--- src/rtl/perceptron_pkg.sv ---
// Shared types and sizing helpers for the sequential perceptron neuron.
package perceptron_pkg;

  typedef enum logic [1:0] {
    ACT_ID   = 2'd0,
    ACT_RELU = 2'd1,
    ACT_STEP = 2'd2,
    ACT_RSVD = 2'd3
  } act_e;

  typedef enum logic [1:0] {
    S_IDLE = 2'd0,
    S_MAC  = 2'd1,
    S_ACT  = 2'd2,
    S_DONE = 2'd3
  } state_e;

  // Wide enough that n_in full-scale products plus a shifted bias never overflow.
  function automatic int acc_w(input int data_w, input int n_in);
    return 2 * data_w + $clog2(n_in) + 1;
  endfunction

endpackage

--- src/rtl/perceptron_act.sv ---
// Activation unit: rescales the accumulator, applies the selected activation
// and saturates to the output width.
module perceptron_act
  import perceptron_pkg::*;
#(
  parameter int DATA_W = 16,
  parameter int FRAC_W = 8,
  parameter int ACC_W  = acc_w(16, 4)
) (
  input  logic signed [ACC_W-1:0]  i_acc,
  input  act_e                     i_act,
  output logic signed [DATA_W-1:0] o_data,
  output logic                     o_sat
);

  localparam logic signed [ACC_W-1:0] ZERO     = '0;
  localparam logic signed [ACC_W-1:0] STEP_ONE = {{(ACC_W-1){1'b0}}, 1'b1} << FRAC_W;
  localparam logic signed [ACC_W-1:0] SAT_MAX  = {{(ACC_W-DATA_W+1){1'b0}}, {(DATA_W-1){1'b1}}};
  localparam logic signed [ACC_W-1:0] SAT_MIN  = {{(ACC_W-DATA_W+1){1'b1}}, {(DATA_W-1){1'b0}}};

  logic signed [ACC_W-1:0] w_r;
  logic signed [ACC_W-1:0] w_y;

  always_comb begin
    w_r    = i_acc >>> FRAC_W;
    w_y    = w_r;
    o_sat  = 1'b0;
    case (i_act)
      ACT_RELU: w_y = w_r[ACC_W-1] ? ZERO : w_r;
      ACT_STEP: w_y = (i_acc > ZERO) ? STEP_ONE : ZERO;
      default:  w_y = w_r;
    endcase
    o_data = w_y[DATA_W-1:0];
    if (w_y > SAT_MAX) begin
      o_data = SAT_MAX[DATA_W-1:0];
      o_sat  = 1'b1;
    end else if (w_y < SAT_MIN) begin
      o_data = SAT_MIN[DATA_W-1:0];
      o_sat  = 1'b1;
    end
  end

endmodule

--- src/rtl/perceptron_seq.sv ---
// Sequential perceptron neuron: one time-shared signed multiplier accumulates
// N_IN weighted inputs onto a bias, then a selectable activation is applied.
module perceptron_seq
  import perceptron_pkg::*;
#(
  parameter int N_IN   = 4,
  parameter int DATA_W = 16,
  parameter int FRAC_W = 8
) (
  input  logic                     clk,
  input  logic                     rst_n,
  input  logic                     in_valid,
  output logic                     in_ready,
  input  logic [N_IN*DATA_W-1:0]   in_x,
  input  logic [N_IN*DATA_W-1:0]   in_w,
  input  logic [DATA_W-1:0]        in_bias,
  input  logic [1:0]               in_act,
  output logic                     out_valid,
  input  logic                     out_ready,
  output logic [DATA_W-1:0]        out_data,
  output logic                     out_sat,
  output logic                     busy
);

  localparam int ACC_W = acc_w(DATA_W, N_IN);
  localparam int IDX_W = (N_IN > 1) ? $clog2(N_IN) : 1;
  localparam logic [IDX_W-1:0] LAST_IDX = IDX_W'(N_IN - 1);

  state_e r_state;
  state_e w_nextState;

  logic signed [DATA_W-1:0]   r_x [N_IN];
  logic signed [DATA_W-1:0]   r_w [N_IN];
  act_e                       r_act;
  logic signed [ACC_W-1:0]    r_acc;
  logic [IDX_W-1:0]           r_idx;
  logic signed [DATA_W-1:0]   r_data;
  logic                       r_sat;

  logic signed [DATA_W-1:0]   w_xSel;
  logic signed [DATA_W-1:0]   w_wSel;
  logic signed [2*DATA_W-1:0] w_xExt;
  logic signed [2*DATA_W-1:0] w_wExt;
  logic signed [2*DATA_W-1:0] w_prod;
  logic signed [ACC_W-1:0]    w_prodExt;
  logic signed [ACC_W-1:0]    w_biasExt;
  logic signed [DATA_W-1:0]   w_actData;
  logic                       w_actSat;

  always_ff @(posedge clk or negedge rst_n) begin
    if (!rst_n) r_state <= S_IDLE;
    else        r_state <= w_nextState;
  end

  always_comb begin
    w_nextState = r_state;
    case (r_state)
      S_IDLE: if (in_valid)           w_nextState = S_MAC;
      S_MAC:  if (r_idx == LAST_IDX)  w_nextState = S_ACT;
      S_ACT:                          w_nextState = S_DONE;
      S_DONE: if (out_ready)          w_nextState = S_IDLE;
      default:                        w_nextState = S_IDLE;
    endcase
  end

  // Operands are widened before multiplying so the full product is kept.
  assign w_xSel    = r_x[r_idx];
  assign w_wSel    = r_w[r_idx];
  assign w_xExt    = {{DATA_W{w_xSel[DATA_W-1]}}, w_xSel};
  assign w_wExt    = {{DATA_W{w_wSel[DATA_W-1]}}, w_wSel};
  assign w_prod    = w_xExt * w_wExt;
  assign w_prodExt = {{(ACC_W-2*DATA_W){w_prod[2*DATA_W-1]}}, w_prod};
  assign w_biasExt = {{(ACC_W-DATA_W){in_bias[DATA_W-1]}}, in_bias};

  always_ff @(posedge clk or negedge rst_n) begin
    if (!rst_n) begin
      for (int i = 0; i < N_IN; i++) begin
        r_x[i] <= '0;
        r_w[i] <= '0;
      end
      r_act  <= ACT_ID;
      r_acc  <= '0;
      r_idx  <= '0;
      r_data <= '0;
      r_sat  <= 1'b0;
    end else begin
      case (r_state)
        S_IDLE: begin
          if (in_valid) begin
            for (int i = 0; i < N_IN; i++) begin
              r_x[i] <= in_x[i*DATA_W +: DATA_W];
              r_w[i] <= in_w[i*DATA_W +: DATA_W];
            end
            r_act <= act_e'(in_act);
            r_acc <= w_biasExt <<< FRAC_W;
            r_idx <= '0;
          end
        end
        S_MAC: begin
          r_acc <= r_acc + w_prodExt;
          r_idx <= (r_idx == LAST_IDX) ? '0 : r_idx + IDX_W'(1);
        end
        S_ACT: begin
          r_data <= w_actData;
          r_sat  <= w_actSat;
        end
        default: ;
      endcase
    end
  end

  perceptron_act #(
    .DATA_W (DATA_W),
    .FRAC_W (FRAC_W),
    .ACC_W  (ACC_W)
  ) u_act (
    .i_acc  (r_acc),
    .i_act  (r_act),
    .o_data (w_actData),
    .o_sat  (w_actSat)
  );

  assign in_ready  = (r_state == S_IDLE);
  assign busy      = (r_state != S_IDLE);
  assign out_valid = (r_state == S_DONE);
  assign out_data  = r_data;
  assign out_sat   = r_sat;

endmodule

--- config.mk ---
export PLATFORM = sky130hd
export DESIGN_NAME = perceptron_seq
export DESIGN_NICKNAME = d
export VERILOG_FILES = /design/src/rtl/perceptron_pkg.sv /design/src/rtl/perceptron_act.sv /design/src/rtl/perceptron_seq.sv
export SDC_FILE = /design/constraint.sdc
export NUM_CORES = 1
export LEC_CHECK = 0
export BUFFER_PORTS_ARGS = -buffer_cell sky130_fd_sc_hd__buf_2
export CORE_ASPECT_RATIO = 0.7
export CORE_MARGIN = 2
export CORE_UTILIZATION = 40
export DETAILED_ROUTE_END_ITERATION = 8
export PLACE_DENSITY_LB_ADDON = 0.3
export SLEW_MARGIN = 20
export SYNTH_ARGS = -nofsm -noshare
export SYNTH_HDL_FRONTEND = slang
export SYNTH_SLANG_ARGS = --single-unit
--- constraint.sdc ---
create_clock -name clk -period 19.5 [get_ports clk]
set_input_delay 2.925 -clock clk [delete_from_list [all_inputs] [get_ports clk]]
set_output_delay 2.925 -clock clk [all_outputs]
set_load 0.05 [all_outputs]
==> run summary <==
Starting Density -> 40.7%
vias per std cell -> 5.10
drt wl/cell -> 18.9 µm
CP max-delay cell -> o21ai_1
Max-slew headroom -> 23.5%
#FFs+latches synth -> 186
Worst Setup SP -> r_idx[1]
Crit path top cell by count -> fa_1
Post-Synth Adder-Cell Area -> 38.7%
Critical Path Source Type -> flop
Fin. Hold Viols -> 0
post-synthesis compound-gate area fraction -> 6.92%
largest net degree at the start of global routing -> 109
Yosys cell types -> 67
IO buf count -> 169
fin crit share -> 42.4%
initial antenna violation count -> 0
clock latency on the worst-skew pair -> 0.47 ns
Post-synth EDFFs -> 0
Syn Nets -> 2487
status -> finished clean
Reg clk slew, reported paths -> 0.08 ns
Max Cap Violations -> 0
# clock sinks -> 186
Final Slew Violations -> 0
top cell type's share of synthesized area -> 31.6%
first-pass GRT wire length -> 84.2 mm
CP required -> 19.81 ns
drt drc -> 0
Synth area leader -> fa_1
R2R Path Start -> r_idx[1]
H-Tree Depth -> 4
TNS Setup -> 0 ns
Crit. End Element -> flop
GRT Overall Usage -> 21.5%
average size of a mapped cell -> 10.2 µm²
dpl hpwl -> 41.6 mm
Post-CTS Setup Repair Bufs -> 0
CTS tree -> built
Data arrival, critical path -> 8.58 ns
Syn Inst Count -> 1916
Layout area overhead -> 10.8%
asr flop ratio synth -> 100%
drt total wl -> 51.3 mm
Core Rows -> 67
die area -> 0.0509 mm²
DRT iter0 DRCs -> 820
mux contribution to synthesized area -> 11.5%
number of instances resized during post-cts repair -> 0
share of cells above drive strength 1 -> 19.4%
total CTS buffers -> 17
vias post-DR -> 13.8k
GP Congestion -> 0.946
Root Driver -> clkbuf_16
RSZ-0062 raised after global routing -> no
Slew @ Worst Pin -> 1.14 ns
drt first pass iters -> 5
CP max FO -> 50
global route total overflow -> 0
Nets -> 2618
largest cells by area after synthesis -> fa_1 (32%), dfrtp_1 (24%), mux2_2 (8.9%)
cells along the critical path -> buf_4 -> mux2_2 -> o21ai_1 -> nor2_1 -> fa_1 -> inv_1 -> fa_1 -> fa_1 -> inv_1 -> fa_1 -> fa_1 -> inv_1 -> fa_1 -> inv_1 -> ha_1 -> and4_1 -> nand3_2 -> or3_4 -> a31oi_1 -> o21bai_1 -> a21o_1 -> o21ai_2 -> xnor2_1 -> o21ai_1
Fmax -> 0.121 GHz
setup violators final -> 0
die width -> 269 µm
Die Ht -> 189 µm
crit path kind -> reg2reg
Final Skew -> 0.0210 ns
Synthesis Warnings -> 0
sequential area share after synthesis -> 23.7%
Tmin final -> 8.27 ns
I/O pins -> 170
predominant post-synthesis flop cell -> dfrtp_1
Post-CTS Hold Buffers -> 0
ANT cells -> 0
Synth Area in XOR/XNOR -> 1.47%
Syn Std Cell Area -> 0.0196 mm²
HP Class -> reg2reg
HP Start -> out_data[8]
clock buffer depth -> 2
Antenna Nets Post-Route -> 0
vias in the first global route -> 15.4k
largest family of logic cells by synthesized area -> adder cells
Synth Area in Simple Gates -> 8.99%
core area -> 0.0482 mm²
max incr delay on CP -> 0.88 ns
[sequential cells by signal, summed over array words and instances (netlist names)]
signal,flops
out_data,16
r_w,64
r_acc,35
r_state,2
r_act,2
out_sat,1
r_x,64
r_idx,2
[cell type report]
cell class | instances | area (µm²)
Sequential cell | 186 | 4660
Clock buffer | 18 | 429
Tap cell | 655 | 820
Inverter | 382 | 1430
Clock inverter | 14 | 163
Timing Repair Buffer | 183 | 963
Fill cell | 4666 | 26400
Multi-Input combinational cell | 1277 | 13300
[critical path: cells and delay by family (launching register included)]
kind	cells	cell delay, ns
xor+xnor	1	0.13
mux	1	0.44
flops	1	0.52
simple gates	4	0.88
compound gates	6	1.73
fa+ha+maj	7	3.46
buf+inv	5	0.88
[cells in the mapped netlist (3+ instances only)]
library cell / n
xor2_1: 7
nand3_1: 5
a21oi_1: 58
mux2_2: 155
nor4_1: 10
nor3_1: 4
nor3b_1: 4
or2_2: 5
nand4_1: 8
nor2_1: 153
dfrtp_1: 186
and2_1: 17
buf_1: 7
o21bai_1: 4
nand2b_1: 10
fa_1: 310
a21o_1: 14
or3_1: 3
mux4_2: 7
nand2_1: 178
ha_1: 111
o21ai_1: 40
inv_1: 382
mux2i_1: 35
a22o_1: 6
o21a_1: 22
nor2b_1: 4
o21ai_0: 26
o22ai_1: 3
buf_2: 9
o21ai_2: 3
xnor2_1: 26
clkbuf_1: 55
a211o_1: 3
a31oi_1: 5
[per-stage QoR]
step / worst slack, ns / hold slack, ns / area (µm²) / cells / util, %
6_report: 11.23 / 0.490 / 21800 / 2715 / 45.1
5_1_grt: 10.81 / 0.509 / 21800 / 2715 / 45.1
4_1_cts: 11.33 / 0.501 / 21700 / 2715 / 45.1
3_5_place_dp: 11.44 / 0.483 / 21200 / 2683 / 43.9
3_3_place_gp: 11.44 / 0.472 / 21200 / 2683 / 43.9
2_1_floorplan: 12.36 / 0.474 / 19600 / 1916 / -
[cells by family after synthesis]
group / count (synthesis)
AOI/OAI and AO/OA: 213
xor gates and xnor gates: 33
adders and majority gates: 421
buffers and inverters: 453
DFF: 186
muxes: 198
and+or+nand+nor: 412
[path summary, 6_finish.rpt]
check,depth (start not counted),endpoint,slack (ns)
worst min-delay path,1,out_data[8],0.49
worst max register to register,24,r_acc[32],11.23
worst max-delay path,24,r_acc[32],11.23
min in group asynchronous,1,r_acc[5],2.59
worst min register to register,1,out_data[8],0.49
max in group asynchronous,2,r_x[62],15.63
[cell usage in the layout (no fill, tap or decap), types with 4 or more instances in the layout]
cell,count
or2_2,5
nor2b_1,4
nand4_1,8
xor2_1,7
nand3_1,5
buf_4,13
nor4_1,10
mux2_2,155
inv_8,5
nand2b_1,10
a21oi_1,58
xnor2_1,26
buf_2,168
ha_1,111
fa_1,310
dfrtp_1,184
o21ai_1,38
nor3_1,4
o21a_1,22
o21ai_2,5
nand2_1,177
and2_1,17
a22o_1,6
inv_1,382
a31oi_1,5
o21ai_0,26
nor2_1,153
mux2i_1,35
clkbuf_16,17
a21o_1,14
nor3b_1,4
mux4_2,7
o21bai_1,4
[per-layer routing]
metal | track usage, % | vias up | share of wire (%)
li1 | - | 6277 | -
met1 | 29.2 | 7134 | 44
met2 | 34.8 | 361 | 47
met3 | 4.77 | 64 | 6.5
met4 | 5.96 | 0 | 2.3
met5 | 0 | - | 0
Power is not shown: default switching activity piles up to over one toggle a cycle in this logic, so the estimate is an artifact.
